[config.mk]
export PLATFORM = sky130hd
export DESIGN_NAME = bp_be_fe_queue_buffer_flat
export DESIGN_NICKNAME = d
export VERILOG_FILES = /design/src/rtl/bp_be_fe_queue_buffer_pkg.sv /design/src/rtl/bp_be_fe_queue_buffer_if.sv /design/src/rtl/bp_be_fe_queue_mem.sv /design/src/rtl/bp_be_fe_queue_buffer.sv /design/src/flat_wrapper.sv
export SDC_FILE = /design/constraint.sdc
export NUM_CORES = 1
export LEC_CHECK = 0
export ABC_AREA = 1
export ABC_CLOCK_PERIOD_IN_PS = 6820
export CORE_AREA = 2 2 198 200
export CTS_BUF_LIST = sky130_fd_sc_hd__clkbuf_2
export DETAILED_ROUTE_END_ITERATION = 10
export DIE_AREA = 0 0 200 202
export PLACE_DENSITY = 0.92
export SETUP_SLACK_MARGIN = 0.4
export SLEW_MARGIN = 20
export SYNTH_ARGS = -nofsm -noshare
export SYNTH_HDL_FRONTEND = slang
export SYNTH_SLANG_ARGS = --single-unit
[constraint.sdc]
create_clock -name clk_i -period 6.82 [get_ports clk_i]
set_input_delay 2.046 -clock clk_i [delete_from_list [all_inputs] [get_ports clk_i]]
set_output_delay 2.046 -clock clk_i [all_outputs]
set_load 0.02 [all_outputs]
[src/rtl/bp_be_fe_queue_buffer_pkg.sv]
// Shared types for the backend fe_queue buffer: configuration selector and
// the fetch packet layout carried from the front end to the scheduler.
package bp_be_fe_queue_buffer_pkg;

    typedef enum logic [0:0] {
        e_bp_default_cfg = 1'b0
    } bp_params_e;

    localparam int vaddr_width_p               = 39;
    localparam int branch_metadata_fwd_width_p = 36;

    typedef enum logic [1:0] {
        e_fe_fetch     = 2'b00,
        e_fe_exception = 2'b01
    } bp_fe_queue_type_e;

    typedef struct packed {
        bp_fe_queue_type_e                       msg_type;
        logic [vaddr_width_p-1:0]                pc;
        logic [branch_metadata_fwd_width_p-1:0]  branch_metadata_fwd;
    } bp_fe_queue_s;

endpackage

[src/rtl/bp_be_fe_queue_buffer_if.sv]
// Fetch-packet handshake into the buffer (ready/valid) and out of it
// toward issue (valid/yumi). The buffer takes the slave side.
interface bp_be_fe_queue_buffer_if;
    import bp_be_fe_queue_buffer_pkg::*;

    bp_fe_queue_s fe_queue_i;
    logic         fe_queue_v_i;
    logic         fe_queue_ready_and_o;
    bp_fe_queue_s fe_queue_o;
    logic         fe_queue_v_o;
    logic         fe_queue_yumi_i;

    modport slave (
        input  fe_queue_i, fe_queue_v_i, fe_queue_yumi_i,
        output fe_queue_ready_and_o, fe_queue_o, fe_queue_v_o
    );

    modport master (
        output fe_queue_i, fe_queue_v_i, fe_queue_yumi_i,
        input  fe_queue_ready_and_o, fe_queue_o, fe_queue_v_o
    );

endinterface

[src/rtl/bp_be_fe_queue_mem.sv]
// 1-write / 1-read flop array with asynchronous read; data is never reset.
module bp_be_fe_queue_mem #(
    parameter int els_p   = 8,
    parameter int width_p = 8
) (
    input  logic                       clk_i,
    input  logic                       w_v_i,
    input  logic [$clog2(els_p)-1:0]   w_addr_i,
    input  logic [width_p-1:0]         w_data_i,
    input  logic [$clog2(els_p)-1:0]   r_addr_i,
    output logic [width_p-1:0]         r_data_o
);

    logic [width_p-1:0] mem_r [els_p];

    always_ff @(posedge clk_i) begin
        if (w_v_i) begin
            mem_r[w_addr_i] <= w_data_i;
        end
    end

    assign r_data_o = mem_r[r_addr_i];

endmodule

[src/rtl/bp_be_fe_queue_buffer.sv]
// Speculative-read fetch packet buffer with commit/roll/clear pointers.
// Optional same-cycle bypass of an incoming packet when read-empty: BP_BE_FE_QUEUE_BYPASS_EN.
module bp_be_fe_queue_buffer
    import bp_be_fe_queue_buffer_pkg::*;
#(
    parameter bp_params_e bp_params_p = e_bp_default_cfg,
    parameter int         els_p       = 8
) (
    input  logic                           clk_i,
    input  logic                           reset_i,
    bp_be_fe_queue_buffer_if.slave         fe_queue,
    input  logic                           clr_v_i,
    input  logic                           roll_v_i,
    input  logic                           cmt_v_i,
    output logic                           empty_o
);

    localparam int idx_width_lp      = $clog2(els_p);
    localparam int ptr_width_lp      = idx_width_lp + 1;
    // Only the default configuration exists; any other collapses the packet width.
    localparam int fe_queue_width_lp = (bp_params_p == e_bp_default_cfg) ? $bits(bp_fe_queue_s) : 0;

    logic [ptr_width_lp-1:0]      wptr_r, rptr_r, cptr_r;
    logic [ptr_width_lp-1:0]      wptr_n, rptr_n, cptr_n;
    logic                         ready_r, ready_n;
    logic                         enq, deq, cmt, read_empty;
    logic [fe_queue_width_lp-1:0] rdata;

    assign enq        = fe_queue.fe_queue_v_i & ready_r & ~clr_v_i;
    assign deq        = fe_queue.fe_queue_yumi_i & ~clr_v_i & ~roll_v_i;
    assign cmt        = cmt_v_i & ~clr_v_i;
    assign read_empty = (rptr_r == wptr_r);

    // Clear collapses read and commit onto write; roll replays from the post-commit point.
    always_comb begin
        wptr_n  = wptr_r + ptr_width_lp'(enq);
        cptr_n  = clr_v_i ? wptr_r : (cptr_r + ptr_width_lp'(cmt));
        if (clr_v_i) begin
            rptr_n = wptr_r;
        end else if (roll_v_i) begin
            rptr_n = cptr_n;
        end else begin
            rptr_n = rptr_r + ptr_width_lp'(deq);
        end
        ready_n = ((wptr_n - cptr_n) != ptr_width_lp'(els_p));
    end

    always_ff @(posedge clk_i or posedge reset_i) begin
        if (reset_i) begin
            wptr_r  <= '0;
            rptr_r  <= '0;
            cptr_r  <= '0;
            ready_r <= 1'b1;
        end else begin
            wptr_r  <= wptr_n;
            rptr_r  <= rptr_n;
            cptr_r  <= cptr_n;
            ready_r <= ready_n;
        end
    end

    bp_be_fe_queue_mem #(
        .els_p   (els_p),
        .width_p (fe_queue_width_lp)
    ) mem (
        .clk_i    (clk_i),
        .w_v_i    (enq),
        .w_addr_i (wptr_r[idx_width_lp-1:0]),
        .w_data_i (fe_queue.fe_queue_i),
        .r_addr_i (rptr_r[idx_width_lp-1:0]),
        .r_data_o (rdata)
    );

    assign fe_queue.fe_queue_ready_and_o = ready_r;
    assign empty_o                       = (cptr_r == wptr_r);

`ifdef BP_BE_FE_QUEUE_BYPASS_EN
    logic bypass;
    assign bypass                = read_empty & enq;
    assign fe_queue.fe_queue_v_o = ~read_empty | bypass;
    assign fe_queue.fe_queue_o   = bypass ? fe_queue.fe_queue_i : bp_fe_queue_s'(rdata);
`else
    assign fe_queue.fe_queue_v_o = ~read_empty;
    assign fe_queue.fe_queue_o   = bp_fe_queue_s'(rdata);
`endif

endmodule

[src/flat_wrapper.sv]
// flat-port wrapper written by rule: the top's interface ports become plain ports
module bp_be_fe_queue_buffer_flat import bp_be_fe_queue_buffer_pkg::*;
#(
    parameter bp_params_e bp_params_p = e_bp_default_cfg,
    parameter int         els_p       = 8
)
  (clk_i, reset_i, clr_v_i, roll_v_i, cmt_v_i, empty_o, fe_queue_fe_queue_i, fe_queue_fe_queue_v_i, fe_queue_fe_queue_yumi_i, fe_queue_fe_queue_ready_and_o, fe_queue_fe_queue_o, fe_queue_fe_queue_v_o);
  bp_be_fe_queue_buffer_if fe_queue_i ();
  input  logic clk_i;
  input  logic reset_i;
  input  logic clr_v_i;
  input  logic roll_v_i;
  input  logic cmt_v_i;
  output logic empty_o;
  input wire logic [$bits(fe_queue_i.fe_queue_i)-1:0] fe_queue_fe_queue_i;
  input wire logic [$bits(fe_queue_i.fe_queue_v_i)-1:0] fe_queue_fe_queue_v_i;
  input wire logic [$bits(fe_queue_i.fe_queue_yumi_i)-1:0] fe_queue_fe_queue_yumi_i;
  output wire logic [$bits(fe_queue_i.fe_queue_ready_and_o)-1:0] fe_queue_fe_queue_ready_and_o;
  output wire logic [$bits(fe_queue_i.fe_queue_o)-1:0] fe_queue_fe_queue_o;
  output wire logic [$bits(fe_queue_i.fe_queue_v_o)-1:0] fe_queue_fe_queue_v_o;
  assign fe_queue_i.fe_queue_i = fe_queue_fe_queue_i;
  assign fe_queue_i.fe_queue_v_i = fe_queue_fe_queue_v_i;
  assign fe_queue_i.fe_queue_yumi_i = fe_queue_fe_queue_yumi_i;
  assign fe_queue_fe_queue_ready_and_o = fe_queue_i.fe_queue_ready_and_o;
  assign fe_queue_fe_queue_o = fe_queue_i.fe_queue_o;
  assign fe_queue_fe_queue_v_o = fe_queue_i.fe_queue_v_o;
  bp_be_fe_queue_buffer #(.bp_params_p(bp_params_p), .els_p(els_p)) u_core (.clk_i(clk_i), .reset_i(reset_i), .fe_queue(fe_queue_i), .clr_v_i(clr_v_i), .roll_v_i(roll_v_i), .cmt_v_i(cmt_v_i), .empty_o(empty_o));
endmodule
==> results of run 1 <==
==> per-layer routing <==
layer	GRT usage (%)	vias up	part of all wire, %	wire [microns]
li1	-	7686	-	-
met1	35.4	8065	37	20800
met2	47.9	952	51	29100
met3	6.37	149	9.2	5200
met4	13.1	6	3.1	1740
met5	0	-	0.077	44
==> worst min-delay path, cell delays in order (launching register included) <==
cell and delay, ns:
dfrtp_1 0.46, nand2_1 0.08, nand2_1 0.08
==> stage by stage <==
stage | utilization (%) | cells
floorplan | - | 2030
global placement | 70.6 | 2614
detailed placement | 70.7 | 2615
CTS | 74.3 | 2873
global route | 74.4 | 2876
finish | 74.4 | 2876
==> placed cells by master, fill, tap and decap left out, types with 2 or more instances in the layout <==
| master | count |
|---|---|
| dfrtp_1 | 9 |
| inv_2 | 4 |
| bufinv_16 | 5 |
| inv_1 | 19 |
| xor2_1 | 2 |
| clkinvlp_4 | 2 |
| o21ai_1 | 205 |
| buf_12 | 10 |
| dfrtp_4 | 3 |
| buf_6 | 2 |
| nand4_1 | 4 |
| a21oi_1 | 3 |
| nand3_1 | 5 |
| nor2_1 | 468 |
| diode_2 | 3 |
| xnor2_1 | 7 |
| nor2_4 | 8 |
| clkinv_1 | 30 |
| clkdlybuf4s50_1 | 163 |
| buf_4 | 14 |
| o21ai_0 | 265 |
| clkbuf_2 | 218 |
| edfxtp_1 | 616 |
| nand2_1 | 277 |
| ha_1 | 9 |
| or2_2 | 2 |
==> timing repair <==
| item | 4_1_cts | 5_1_grt |
|---|---|---|
| resized for setup | 1 | 3 |
| endpoints found under the setup margin | 1 | 30 |
| pin swaps | 0 | 0 |
==> area by class of cell <==
type | count | area (sq um)
Sequential cell | 629 | 18800
Fill cell | 2310 | 9810
Multi-Input combinational cell | 1257 | 5520
Timing Repair Buffer | 190 | 1990
Clock buffer | 218 | 1090
Tap cell | 518 | 648
Clock inverter | 40 | 289
Inverter | 21 | 91.3
Antenna cell | 3 | 7.51
==> state kept, by name, indices dropped and copies added, names as in the netlist <==
| signal | count |
|---|---|
| u_core.rptr_r | 4 |
| u_core.cptr_r | 4 |
| u_core.fe_queue.fe_queue_ready_and_o | 1 |
| u_core.mem.mem_r | 616 |
| u_core.wptr_r | 4 |
==> cells by family (layout without fill, tap and decap cells) <==
group,count (synthesis),in the layout
fa+ha+maj,9,9
flops,629,629
buf+inv,144,469
compound gates,475,475
simple gates,764,764
other cells,0,3
xor+xnor,9,9
==> where the power goes <==
group / internal [uW] / switching (uW)
Sequential: 4570 / 264
Combinational: 1320 / 2350
Clock: 1030 / 1390
==> path summary, 6_finish.rpt <==
kind / endpoint / slack (ns) / cells past startpoint
max in group asynchronous: u_core.rptr_r[0] / 5.07 / 2
worst min register to register: u_core.wptr_r[3] / 0.65 / 2
worst max-delay path: fe_queue_fe_queue_o[4] / 0.56 / 7
worst max register to register: u_core.mem.mem_r[2][55] / 3.96 / 5
min in group asynchronous: u_core.rptr_r[3] / 1.32 / 2
worst min-delay path: u_core.wptr_r[3] / 0.65 / 2
==> results.cfg, run 1 <==
[power_and_ir_drop]
power_density_nw_per_um2 = 384
power.leakage_uw = 0.0100
ir_drop_mv = 0.290
power_uw = 10900

[synth]
synth_nets = 2123
postSynth.asyncResetShare_pct = 2.07
synthSimpleGateAreaFrac_pct = 11.6
ys_seq_area_share_pct = 75.4
yosys.area_share.xor_xnor_pct = 0.316
yosys_warnings = 0
yosys-mux-area-fraction_pct = 0
synth.most_common_cell = edfxtp_1
synth-compound-area-share_pct = 9.55
synth_top_family_by_area = simple AND/OR/NAND/NOR gates
synth_cell_types = 24
syn-mean-instance-area_sq_um = 12.3
synth_area_sq_um = 25000
synth-main-ff-cell = edfxtp_1
synth_top_area_cell = edfxtp_1
synth_edf_count = 616
netlist_instances = 2030
ys_seq_elements = 629
ys_top_cells_by_area = edfxtp_1 (74%), nor2_1 (7.2%), o21ai_0 (5.3%), nand2_1 (4.2%), o21ai_1 (4.1%)
yosysTopAreaCellShare_pct = 74.1
synth_common_cells = edfxtp_1 (616), nor2_1 (476), nand2_1 (277)
yosys.area_share.adder_pct = 0.451

[floorplan]
top_level_ports = 164
die_w_microns = 200
fp.coreArea_sq_um = 38300
fp.dieH_microns = 202
dieArea_sq_um = 40400
std_cell_rows = 72
start_util_pct = 65.2

[global_routing]
overflow = 0
grt_pass1_vias = 17000
grt_max_degree = 134
antenna_found_initial = 6
track_usage_pct = 28.5
grt_pass1_wl_microns = 86800

[routing]
postRouteAntennaNets = 0
via_per_inst = 5.86
vias = 16900
wl_microns = 56800
drc = 0
wl_per_cell_microns = 19.8
first_pass_iters = 6
drt_iter0_drc = 1904

[sta]
hold_viol_final = 0
fin_ws_ns = 0.556
finalSetupViolCount = 0
slew_viol_final = 0
period_minus_slack_ns = 6.26
whs_ns = 0.648
relSlewSlack_pct = 25.3
rsz0062_at_grt = yes
skew_ns = 0.0850
setup_tns_ns = 0
fmaxAchievable_mhz = 160
finalCritPeriodShare_pct = 91.9
worstMarginPinSlew_ns = 1.12

[layout]
nNetsFinal = 2337
areaGrowthSynthToFinish_pct = 14.1
drive_gt1_share_pct = 11.5
final_cell_area_sq_um = 28500

[worst_setup_path]
startpoint = u_core.rptr_r[0]
cp-end-kind = output pin
cp.arrival_ns = 4.22
crit_path_start_kind = flip-flop
cp_top_family = buffers and inverters
worstSetupPathType = reg2out
rr_startpoint = u_core.fe_queue.fe_queue_ready_and_o
crit_path_max_incr_delay_ns = 0.79
cp.required_ns = 4.77
crit_chain = inv_12 -> buf_12 -> o21ai_0 -> o21ai_0 -> nand2_1 -> nand2_1 -> clkdlybuf4s50_1
cp_max_fo = 133
critPathBufInv = 3
cp_slowest_cell = dfrtp_4

[flow_run]
cap_violations = 0

[placed_design]
port_buffers = 163
dpl_worst_slack_ns = 1.58
gp_congestion = 0.797
dp_hpwl_microns = 30400
dpl_cell_area_sq_um = 27100

[clock_network]
clk_path_buf_depth = 3
cts_tree = yes
ctsHoldBuffers = 0
path_clk_slew_ns = 0.10
cts_root_buf = clkbuf_2
h-tree-depth = 4
cts.sinks = 629
cts-buffers-inserted = 145
post_cts_buffers = 0
clock_latency_ns = 1.11

[hold_path]
min_path_type = reg2reg
worst_hold_startpoint = u_core.wptr_r[3]

[outcome]
status = finished, final reports clean
Power figures use the tool's default switching activity.
==> run 2, diff against run 1 <==
Settings changed: CORE_AREA 2 2 198 200 to 2 2 207 209, DIE_AREA 0 0 200 202 to 0 0 209 211, SKIP_CTS_REPAIR_TIMING from default to 1, SYNTH_HIERARCHICAL from default to 1.
==> results.cfg, run 2 <==
[placed_design]
port_buffers = 163
dpl_worst_slack_ns = 1.70
dp_hpwl_microns = 34100
gp_congestion = 0.828

[synth]
yosys.area_share.xor_xnor_pct = 0.316
ys_seq_elements = 629
yosys.area_share.adder_pct = 0.406
synth-compound-area-share_pct = 0.275
synth.most_common_cell = nand2_1
synth_cell_types = 25
ys_top_cells_by_area = edfxtp_1 (67%), nand2_1 (14%), inv_1 (8.6%), nand3_1 (5.6%), dfrtp_1 (1.1%)
yosys_warnings = 6
synth_nets = 2896
yosys-mux-area-fraction_pct = 0
syn-mean-instance-area_sq_um = 9.89
synth_area_sq_um = 27700
netlist_instances = 2803
synth_edf_count = 616
yosysTopAreaCellShare_pct = 66.7
synth_common_cells = nand2_1 (1039), inv_1 (636), edfxtp_1 (616)
synthSimpleGateAreaFrac_pct = 20.3
postSynth.asyncResetShare_pct = 2.07
ys_seq_area_share_pct = 67.9
synth_top_family_by_area = simple AND/OR/NAND/NOR gates
synth_top_area_cell = edfxtp_1
synth-main-ff-cell = edfxtp_1

[worst_setup_path]
reg2reg_depth = 5
cp_max_fo = 148
cp.arrival_ns = 4.14
crit_path_start_kind = flip-flop
worstSetupPathType = reg2out
cp-end-kind = output pin
cp.required_ns = 4.77

[sta]
slew_viol_final = 0
fin_ws_ns = 0.636
hold_viol_final = 0
skew_ns = 0.0958
rsz0062_at_grt = no
fmaxAchievable_mhz = 162
finalSetupViolCount = 0
finalCritPeriodShare_pct = 90.7
worstMarginPinSlew_ns = 1.08
whs_ns = 0.637
setup_tns_ns = 0
period_minus_slack_ns = 6.18
relSlewSlack_pct = 28.1

[layout]
drive_gt1_share_pct = 9.16
areaGrowthSynthToFinish_pct = 12.8
largest_reg_flops = 616
n_fill_cell = 2541
layout_commonest_cell = nand2_1
fin_util_pct = 74.9
nNetsFinal = 3117
top_register = u_core/mem/mem_r
layout_common_cells = nand2_1 (1039), inv_1 (636), edfxtp_1 (616)

[floorplan]
std_cell_rows = 75
start_util_pct = 66.4
dieArea_sq_um = 44100
die_w_microns = 209
fp.dieH_microns = 211
top_level_ports = 164
fp.coreArea_sq_um = 41800

[routing]
wl_microns = 62400
wl_per_cell_microns = 17.0
drc = 0
drt_iter0_drc = 1916
vias = 19700
postRouteAntennaNets = 0
via_per_inst = 5.35
first_pass_iters = 6

[hold_path]
min_path_type = reg2reg
min_path_cells = 3

[global_routing]
grt_max_degree = 189
antenna_found_initial = 3
grt_pass1_vias = 20000
track_usage_pct = 28.8
overflow = 0
grt_pass1_wl_microns = 97800

[clock_network]
clk_path_buf_depth = 3
cts-buffers-inserted = 151
cts_tree = yes
clock_latency_ns = 1.14
cts_root_buf = clkbuf_2
cts.sinks = 629
h-tree-depth = 4
path_clk_slew_ns = 0.10

[power_and_ir_drop]
power_uw = 11500
ir_drop_mv = 0.290
power.leakage_uw = 0.0146
power_density_nw_per_um2 = 367

[flow_run]
cap_violations = 0

[outcome]
status = finished, final reports clean
[run 2: logic make-up after synthesis]
group                    after synthesis
AO/OA/AOI/OAI                         13
XOR/XNOR                              10
adder cells (fa/ha/maj)                9
buffers and inverters                762
flip-flops                           629
AND/OR/NAND/NOR                     1380
[run 2: final timing paths]
path / from / end / slack [ns]
setup / recovery: u_core/rptr_r[0] / fe_queue_fe_queue_o[58] / 0.64
hold / removal: u_core/rptr_r[3] / u_core/rptr_r[3] / 0.64
setup reg to reg: u_core/fe_queue.fe_queue_ready_and_o / u_core/mem/mem_r[4][58] / 4.10
hold reg to reg: u_core/rptr_r[3] / u_core/rptr_r[3] / 0.64
max in group asynchronous: reset_i / u_core/rptr_r[2] / 5.10
min in group asynchronous: reset_i / u_core/cptr_r[2] / 1.28
[run 2: per-stage QoR]
step | cell area, sq um | std cells
finish | 31300 | 3673
global route | 31300 | 3672
CTS | 31300 | 3671
detailed placement | 29900 | 3410
global placement | 29900 | 3410
floorplan | 27700 | 2803
[run 2: cell type report]
type                            count  area, sq um  share of cell area [%]
Antenna cell                        2         5.00                  0.0160
Clock buffer                      226         1130                    3.62
Clock inverter                     35          293                   0.936
Inverter                          640         2420                    7.73
Multi-Input combinational cell   1412         5960                    19.0
Sequential cell                   629        18800                    60.2
Tap cell                          539          674                    2.16
Timing Repair Buffer              190         1970                    6.30
[run 2: metal layers]
metal / global-route usage, % / part of all wire (%) / up-vias
met3: 6.20 / 9.6 / 189
met5: 0 / 0.035 / -
met4: 14.3 / 3.1 / 4
li1: - / - / 9224
met2: 49.4 / 50 / 1099
met1: 35.0 / 37 / 9136
[run 2: power breakdown]
group / internal, uW / switching (uW) / total (uW)
Sequential: 4560 / 246 / 4800
Clock: 1100 / 1410 / 2510
Combinational: 1450 / 2700 / 4150
[run 2: worst max-delay path, stage by stage (launching register included)]
cell,delay [ns]
dfrtp_4,0.75
inv_12,0.59
buf_4,0.60
nand2_1,0.16
nand3_1,0.11
nand2_1,0.07
nand2_1,0.06
nand2_1,0.10
clkdlybuf4s50_1,0.55
